<file path="src/rtl/bus_demux1t2_pkg.sv">
// Shared definitions for the data-bus 1-to-2 request demultiplexer:
// FSM encoding, default s1 address window and timeout counter width.
package bus_demux1t2_pkg;

    typedef enum logic [1:0] {
        ST_IDLE  = 2'd0,
        ST_ISSUE = 2'd1,
        ST_WAIT  = 2'd2,
        ST_DONE  = 2'd3
    } state_t;

    localparam logic [31:0] DEF_S1_BASE = 32'h1000_0000;
    localparam logic [31:0] DEF_S1_MASK = 32'hF000_0000;

    // Timeout counter width; TIMEOUT must fit (1..255).
    localparam int CNT_W = 8;

endpackage

</file>
<file path="src/rtl/mul2t1.sv">
// Two-input multiplexer: y = sel ? d1 : d0.
module mul2t1 #(
    parameter int data_width = 32
) (
    input  logic                  sel,
    input  logic [data_width-1:0] d0,
    input  logic [data_width-1:0] d1,
    output logic [data_width-1:0] y
);

    assign y = sel ? d1 : d0;

endmodule

</file>
<file path="src/rtl/bus_demux1t2.sv">
// Routes one master data-bus request to the RAM (s0) or peripheral (s1)
// target by address window; one transaction outstanding at a time.
module bus_demux1t2
    import bus_demux1t2_pkg::*;
#(
    parameter int                DATA_W  = 32,
    parameter logic [DATA_W-1:0] S1_BASE = DATA_W'(DEF_S1_BASE),
    parameter logic [DATA_W-1:0] S1_MASK = DATA_W'(DEF_S1_MASK),
    parameter int                TIMEOUT = 255
) (
    input  logic              clk,
    input  logic              rst,

    input  logic              m_req_valid,
    output logic              m_req_ready,
    input  logic [DATA_W-1:0] m_addr,
    input  logic              m_wen,
    input  logic [3:0]        m_be,
    input  logic [DATA_W-1:0] m_wdata,
    output logic              m_rsp_valid,
    output logic              m_rsp_err,
    output logic [DATA_W-1:0] m_rdata,

    output logic              s0_req_valid,
    input  logic              s0_req_ready,
    output logic [DATA_W-1:0] s0_addr,
    output logic              s0_wen,
    output logic [3:0]        s0_be,
    output logic [DATA_W-1:0] s0_wdata,
    input  logic              s0_rsp_valid,
    input  logic [DATA_W-1:0] s0_rdata,

    output logic              s1_req_valid,
    input  logic              s1_req_ready,
    output logic [DATA_W-1:0] s1_addr,
    output logic              s1_wen,
    output logic [3:0]        s1_be,
    output logic [DATA_W-1:0] s1_wdata,
    input  logic              s1_rsp_valid,
    input  logic [DATA_W-1:0] s1_rdata,

    output logic [1:0]        fsm_state
);

    // Handshakes: a request moves when valid and ready are both high at a
    // rising edge; responses are single-cycle pulses with no back-pressure.

    localparam logic [CNT_W-1:0] CNT_LIMIT = CNT_W'(TIMEOUT);

    state_t            state;
    state_t            next_state;

    logic              ready_q;
    logic              sel_q;
    logic [DATA_W-1:0] addr_q;
    logic              wen_q;
    logic [3:0]        be_q;
    logic [DATA_W-1:0] wdata_q;
    logic [CNT_W-1:0]  cnt_q;
    logic              err_q;
    logic [DATA_W-1:0] rdata_q;

    logic              hit_s1;
    logic              tgt_req_ready;
    logic              tgt_rsp_valid;
    logic              cnt_last;
    logic [DATA_W-1:0] tgt_rdata;

    logic              accept;
    logic              issued;
    logic              responded;
    logic              expired;

    assign hit_s1        = (m_addr & S1_MASK) == S1_BASE;
    assign tgt_req_ready = sel_q ? s1_req_ready : s0_req_ready;
    assign tgt_rsp_valid = sel_q ? s1_rsp_valid : s0_rsp_valid;
    // cnt counts completed waiting cycles; the last one fires the timeout.
    assign cnt_last      = (cnt_q + CNT_W'(1)) == CNT_LIMIT;

    mul2t1 #(
        .data_width(DATA_W)
    ) u_rdata_mux (
        .sel(sel_q),
        .d0 (s0_rdata),
        .d1 (s1_rdata),
        .y  (tgt_rdata)
    );

    always_ff @(posedge clk or posedge rst) begin
        if (rst) begin
            state <= ST_IDLE;
        end else begin
            state <= next_state;
        end
    end

    always_comb begin
        next_state = state;
        accept     = 1'b0;
        issued     = 1'b0;
        responded  = 1'b0;
        expired    = 1'b0;
        case (state)
            ST_IDLE: begin
                if (m_req_valid && ready_q) begin
                    accept     = 1'b1;
                    next_state = ST_ISSUE;
                end
            end
            ST_ISSUE: begin
                if (tgt_req_ready) begin
                    issued     = 1'b1;
                    next_state = ST_WAIT;
                end else if (cnt_last) begin
                    expired    = 1'b1;
                    next_state = ST_DONE;
                end
            end
            ST_WAIT: begin
                if (tgt_rsp_valid) begin
                    responded  = 1'b1;
                    next_state = ST_DONE;
                end else if (cnt_last) begin
                    expired    = 1'b1;
                    next_state = ST_DONE;
                end
            end
            ST_DONE: begin
                next_state = ST_IDLE;
            end
            default: begin
                next_state = ST_IDLE;
            end
        endcase
    end

    // ready is registered so it stays low for the whole reset and rises at
    // the first edge after release.
    always_ff @(posedge clk or posedge rst) begin
        if (rst) begin
            ready_q <= 1'b0;
            sel_q   <= 1'b0;
            addr_q  <= '0;
            wen_q   <= 1'b0;
            be_q    <= '0;
            wdata_q <= '0;
            cnt_q   <= '0;
            err_q   <= 1'b0;
            rdata_q <= '0;
        end else begin
            ready_q <= (next_state == ST_IDLE);

            if (accept) begin
                sel_q   <= hit_s1;
                addr_q  <= m_addr;
                wen_q   <= m_wen;
                be_q    <= m_be;
                wdata_q <= m_wdata;
            end

            if (accept || issued) begin
                cnt_q <= '0;
            end else if (state == ST_ISSUE || state == ST_WAIT) begin
                cnt_q <= cnt_q + CNT_W'(1);
            end

            if (responded) begin
                rdata_q <= wen_q ? '0 : tgt_rdata;
                err_q   <= 1'b0;
            end else if (expired) begin
                rdata_q <= '0;
                err_q   <= 1'b1;
            end else if (state == ST_DONE) begin
                err_q   <= 1'b0;
            end
        end
    end

    assign m_req_ready  = ready_q;
    assign m_rsp_valid  = (state == ST_DONE);
    assign m_rsp_err    = err_q;
    assign m_rdata      = rdata_q;

    assign s0_req_valid = (state == ST_ISSUE) && !sel_q;
    assign s1_req_valid = (state == ST_ISSUE) && sel_q;

    // Both targets see the same held copy; only the valid is steered.
    assign s0_addr  = addr_q;
    assign s0_wen   = wen_q;
    assign s0_be    = be_q;
    assign s0_wdata = wdata_q;
    assign s1_addr  = addr_q;
    assign s1_wen   = wen_q;
    assign s1_be    = be_q;
    assign s1_wdata = wdata_q;

    assign fsm_state = state;

endmodule
</file>
<file path="config.mk">
export PLATFORM = sky130hd
export DESIGN_NAME = bus_demux1t2
export DESIGN_NICKNAME = d
export VERILOG_FILES = /design/src/rtl/bus_demux1t2_pkg.sv /design/src/rtl/mul2t1.sv /design/src/rtl/bus_demux1t2.sv
export SDC_FILE = /design/constraint.sdc
export NUM_CORES = 1
export LEC_CHECK = 0
export ABC_CLOCK_PERIOD_IN_PS = 5100
export BUFFER_PORTS_ARGS = -buffer_cell sky130_fd_sc_hd__buf_2
export CAP_MARGIN = 15
export CORE_AREA = 2 2 123 125
export CTS_CLUSTER_DIAMETER = 40
export CTS_CLUSTER_SIZE = 40
export DETAILED_ROUTE_END_ITERATION = 12
export DIE_AREA = 0 0 125 127
export GPL_TIMING_DRIVEN = 1
export PLACE_DENSITY = 0.74
export SETUP_SLACK_MARGIN = 0.02
export SLEW_MARGIN = 20
export SYNTH_ARGS = -nofsm -noshare
export SYNTH_HDL_FRONTEND = slang
export SYNTH_SLANG_ARGS = --single-unit
</file>
<file path="constraint.sdc">
create_clock -name clk -period 5.1 [get_ports clk]
set_input_delay 0.51 -clock clk [delete_from_list [all_inputs] [get_ports clk]]
set_output_delay 0.51 -clock clk [all_outputs]
set_load 0.005 [all_outputs]
</file>
==> results.sh <==
export IMPL_antennaDiodeCount=0
export IMPL_num_io_pins=317
export IMPL_seqCellArea_um2=2850
export IMPL_numCtsBuffers=17
export IMPL_ys_async_sr_fraction_pct=100
export IMPL_hpwlAfterDp_um=10900
export IMPL_grtUsageTotal_pct=19.2
export IMPL_vias=4760
export IMPL_worst_slew_pin_slew_ns=1.07
export IMPL_grt_pass1_vias=4762
export IMPL_routedWlPerCell_um=15.8
export IMPL_yosysWarnings=0
export IMPL_postCtsSetupBuffers=0
export IMPL_nets=919
export IMPL_powerDensity_nw_per_um2=629
export IMPL_tns_ns=0
export IMPL_nFillCells=1321
export IMPL_path_max_fanout=36
export IMPL_synth_edff_count=0
export IMPL_swShare_pct=32.7
export IMPL_syn2layout_area_growth_pct=31.8
export IMPL_ys_ff_latch=114
export IMPL_path_buf_inv=1
export IMPL_cts_tree="done"
export IMPL_power_switching_mw=1.59
export IMPL_arrival_ns=2.65
export IMPL_clk_latency_ns=0.41
export IMPL_holdBufCountCts=0
export IMPL_rsz0062_at_grt="false"
export IMPL_clock_sinks=114
export IMPL_cts_root_buf="clkbuf_16"
export IMPL_fin_crit_sh_pct=46.9
export IMPL_final_common_cell="buf_2"
export IMPL_clkPwrFrac_pct=27.6
export IMPL_antenna_found_initial=0
export IMPL_drv_cap=0
export IMPL_place_area_um2=7080
export IMPL_layout_common_cells="316 x buf_2, 113 x dfrtp_1, 69 x mux2_2"
export IMPL_core_um2=14400
export IMPL_clock_fmax_mhz=418
export IMPL_syn_nets=680
export IMPL_rows=44
export IMPL_clockBufferDepth=2
export IMPL_drcViolationCount=0
export IMPL_yosysUniqueCellTypes=43
export IMPL_post_cts_resized=0
export IMPL_cp_start_kind="flip-flop"
export IMPL_firstDrtPassIters=4
export IMPL_setup_viol=0
export IMPL_seqPwrFrac_pct=34.0
export IMPL_status="completed"
export IMPL_ys_seq_area_share_pct=48.5
export IMPL_place_gp_congestion=0.800
export IMPL_cp_top_family="simple AND/OR/NAND/NOR gates"
export IMPL_hold_violations=0
export IMPL_vias_per_cell=4.91
export IMPL_fp_dieArea_um2=15900
export IMPL_syn_cell_area_um2=5890
export IMPL_crit_chain="ha_1 > nand4_2 > or3_4 > a221oi_4 > buf_4 > a31oi_1"
export IMPL_grt_first_pass_wirelength_um=24200
export IMPL_cts_max_level=4
export IMPL_io_buffer_count=316
export IMPL_leakage_nw=3.85
export IMPL_slowest_delay_ns=0.48
export IMPL_required_ns=5.35
export IMPL_ant_nets=0
export IMPL_drt_initial_drc_count=208
export IMPL_ir_drop_v=0.000354
export IMPL_grt_max_degree=73
export IMPL_slew_violations=0
export IMPL_start_util_pct=40.8
export IMPL_p_comb_share_pct=38.3
export IMPL_hold_class="in2async"
export IMPL_clk_pin_slew_ns=0.05
export IMPL_die_h_um=127
export IMPL_syn_inst=533
export IMPL_slowest_stage="dfrtp_1"
export IMPL_internal_power_mw=3.29
export IMPL_multi_input_comb_area_um2=2330
export IMPL_relSlewSlack_pct=27.2
export IMPL_synth_ff_type="dfrtp_1"
export IMPL_die_x_um=125
export IMPL_drt_total_wl_um=15400
export IMPL_syn_avg_cell_area_um2=11.0
export IMPL_fin_skew_ns=0.00769
export IMPL_finalCriticalPeriod_ns=2.39
export IMPL_drive_gt1_share_pct=55.4
export IMPL_path_class="reg2reg"
export IMPL_gr_total_overflow=0
export IMPL_final_area_um2=7760
export IMPL_cp_end_kind="flip-flop"
cell families after synthesis:
kind of cell	after synthesis	synth area share [%]
compound gates	85	9.08
flops	114	48.5
mux	103	19.0
xor+xnor	7	1.04
fa+ha+maj	7	1.49
simple gates	106	8.72
buf+inv	111	12.2
worst paths after layout:
| path | startpoint | end | slack, ns | cells past startpoint |
|---|---|---|---|---|
| max reg2reg | cnt_q[0] | m_rdata[27] | 2.71 | 6 |
| min reg2reg | s0_wdata[23] | s0_wdata[23] | 0.51 | 1 |
| max | cnt_q[0] | m_rdata[27] | 2.71 | 6 |
| max in group asynchronous | rst | sel_q | 3.67 | 3 |
| min in group clk | m_wdata[1] | s0_wdata[1] | 0.33 | 2 |
| min | rst | s0_addr[1] | 0.28 | 2 |
routing by layer:
metal / track usage, % / share of wire, % / vias up
li1: - / - / 2288
met2: 33.1 / 51 / 215
met5: 0 / 0 / -
met1: 22.7 / 40 / 2236
met4: 7.84 / 1.5 / 0
met3: 5.32 / 7.7 / 21
layout make-up:
type                       instances  share of cell area (%)
inverter                           8                   0.419
sequential                       114                    36.8
clock inverter                    13                    2.98
multi-input combinational        308                    30.1
timing repair buffer             323                    21.1
tap                              184                    2.97
clock buffer                      19                    5.71
cells in the mapped netlist (all sizes together), types with 3 or more instances:
cell type	instances	area [um2]
mux2i	34	344
nor3	34	170
nand4	4	31.3
a31oi	33	206
mux2	69	777
inv	8	30.0
nand2	7	26.3
and2	3	18.8
buf	87	626
clkbuf	16	60.1
nor2	46	173
xnor2	5	43.8
ha	7	87.6
dfrtp	114	2850
a21oi	35	175
o21ai	5	25.0
registers in the layout, summed over array words and instances, names as in the netlist:
signal       count
s0_wen           1
s0_be            4
s0_wdata        32
s0_addr         32
fsm_state        2
m_req_ready      1
sel_q            1
m_rdata         32
cnt_q            8
m_rsp_err        1
power by group through the flow:
stage / sequential (mW) / clock, mW / combinational [mW]
after floorplan: 1.67 / 0 / 1.30
after global placement: 1.66 / 0 / 1.86
after detailed placement: 1.67 / 0 / 1.89
after CTS: 1.66 / 1.38 / 1.90
after global routing: 1.73 / 1.41 / 2.06
final: 1.66 / 1.35 / 1.87
through the flow:
stage,util (%),worst slack [ns],instances,hold slack (ns),total power [mW]
after floorplan,-,1.57,533,0.510,2.96
after global placement,49.1,2.69,937,0.501,3.52
after detailed placement,49.1,2.67,937,0.508,3.56
after CTS,53.8,2.69,969,0.307,4.95
after global routing,53.8,2.49,969,0.318,5.20
final,53.8,2.71,969,0.283,4.88
No activity file was read; power rests on OpenSTA's default activity.
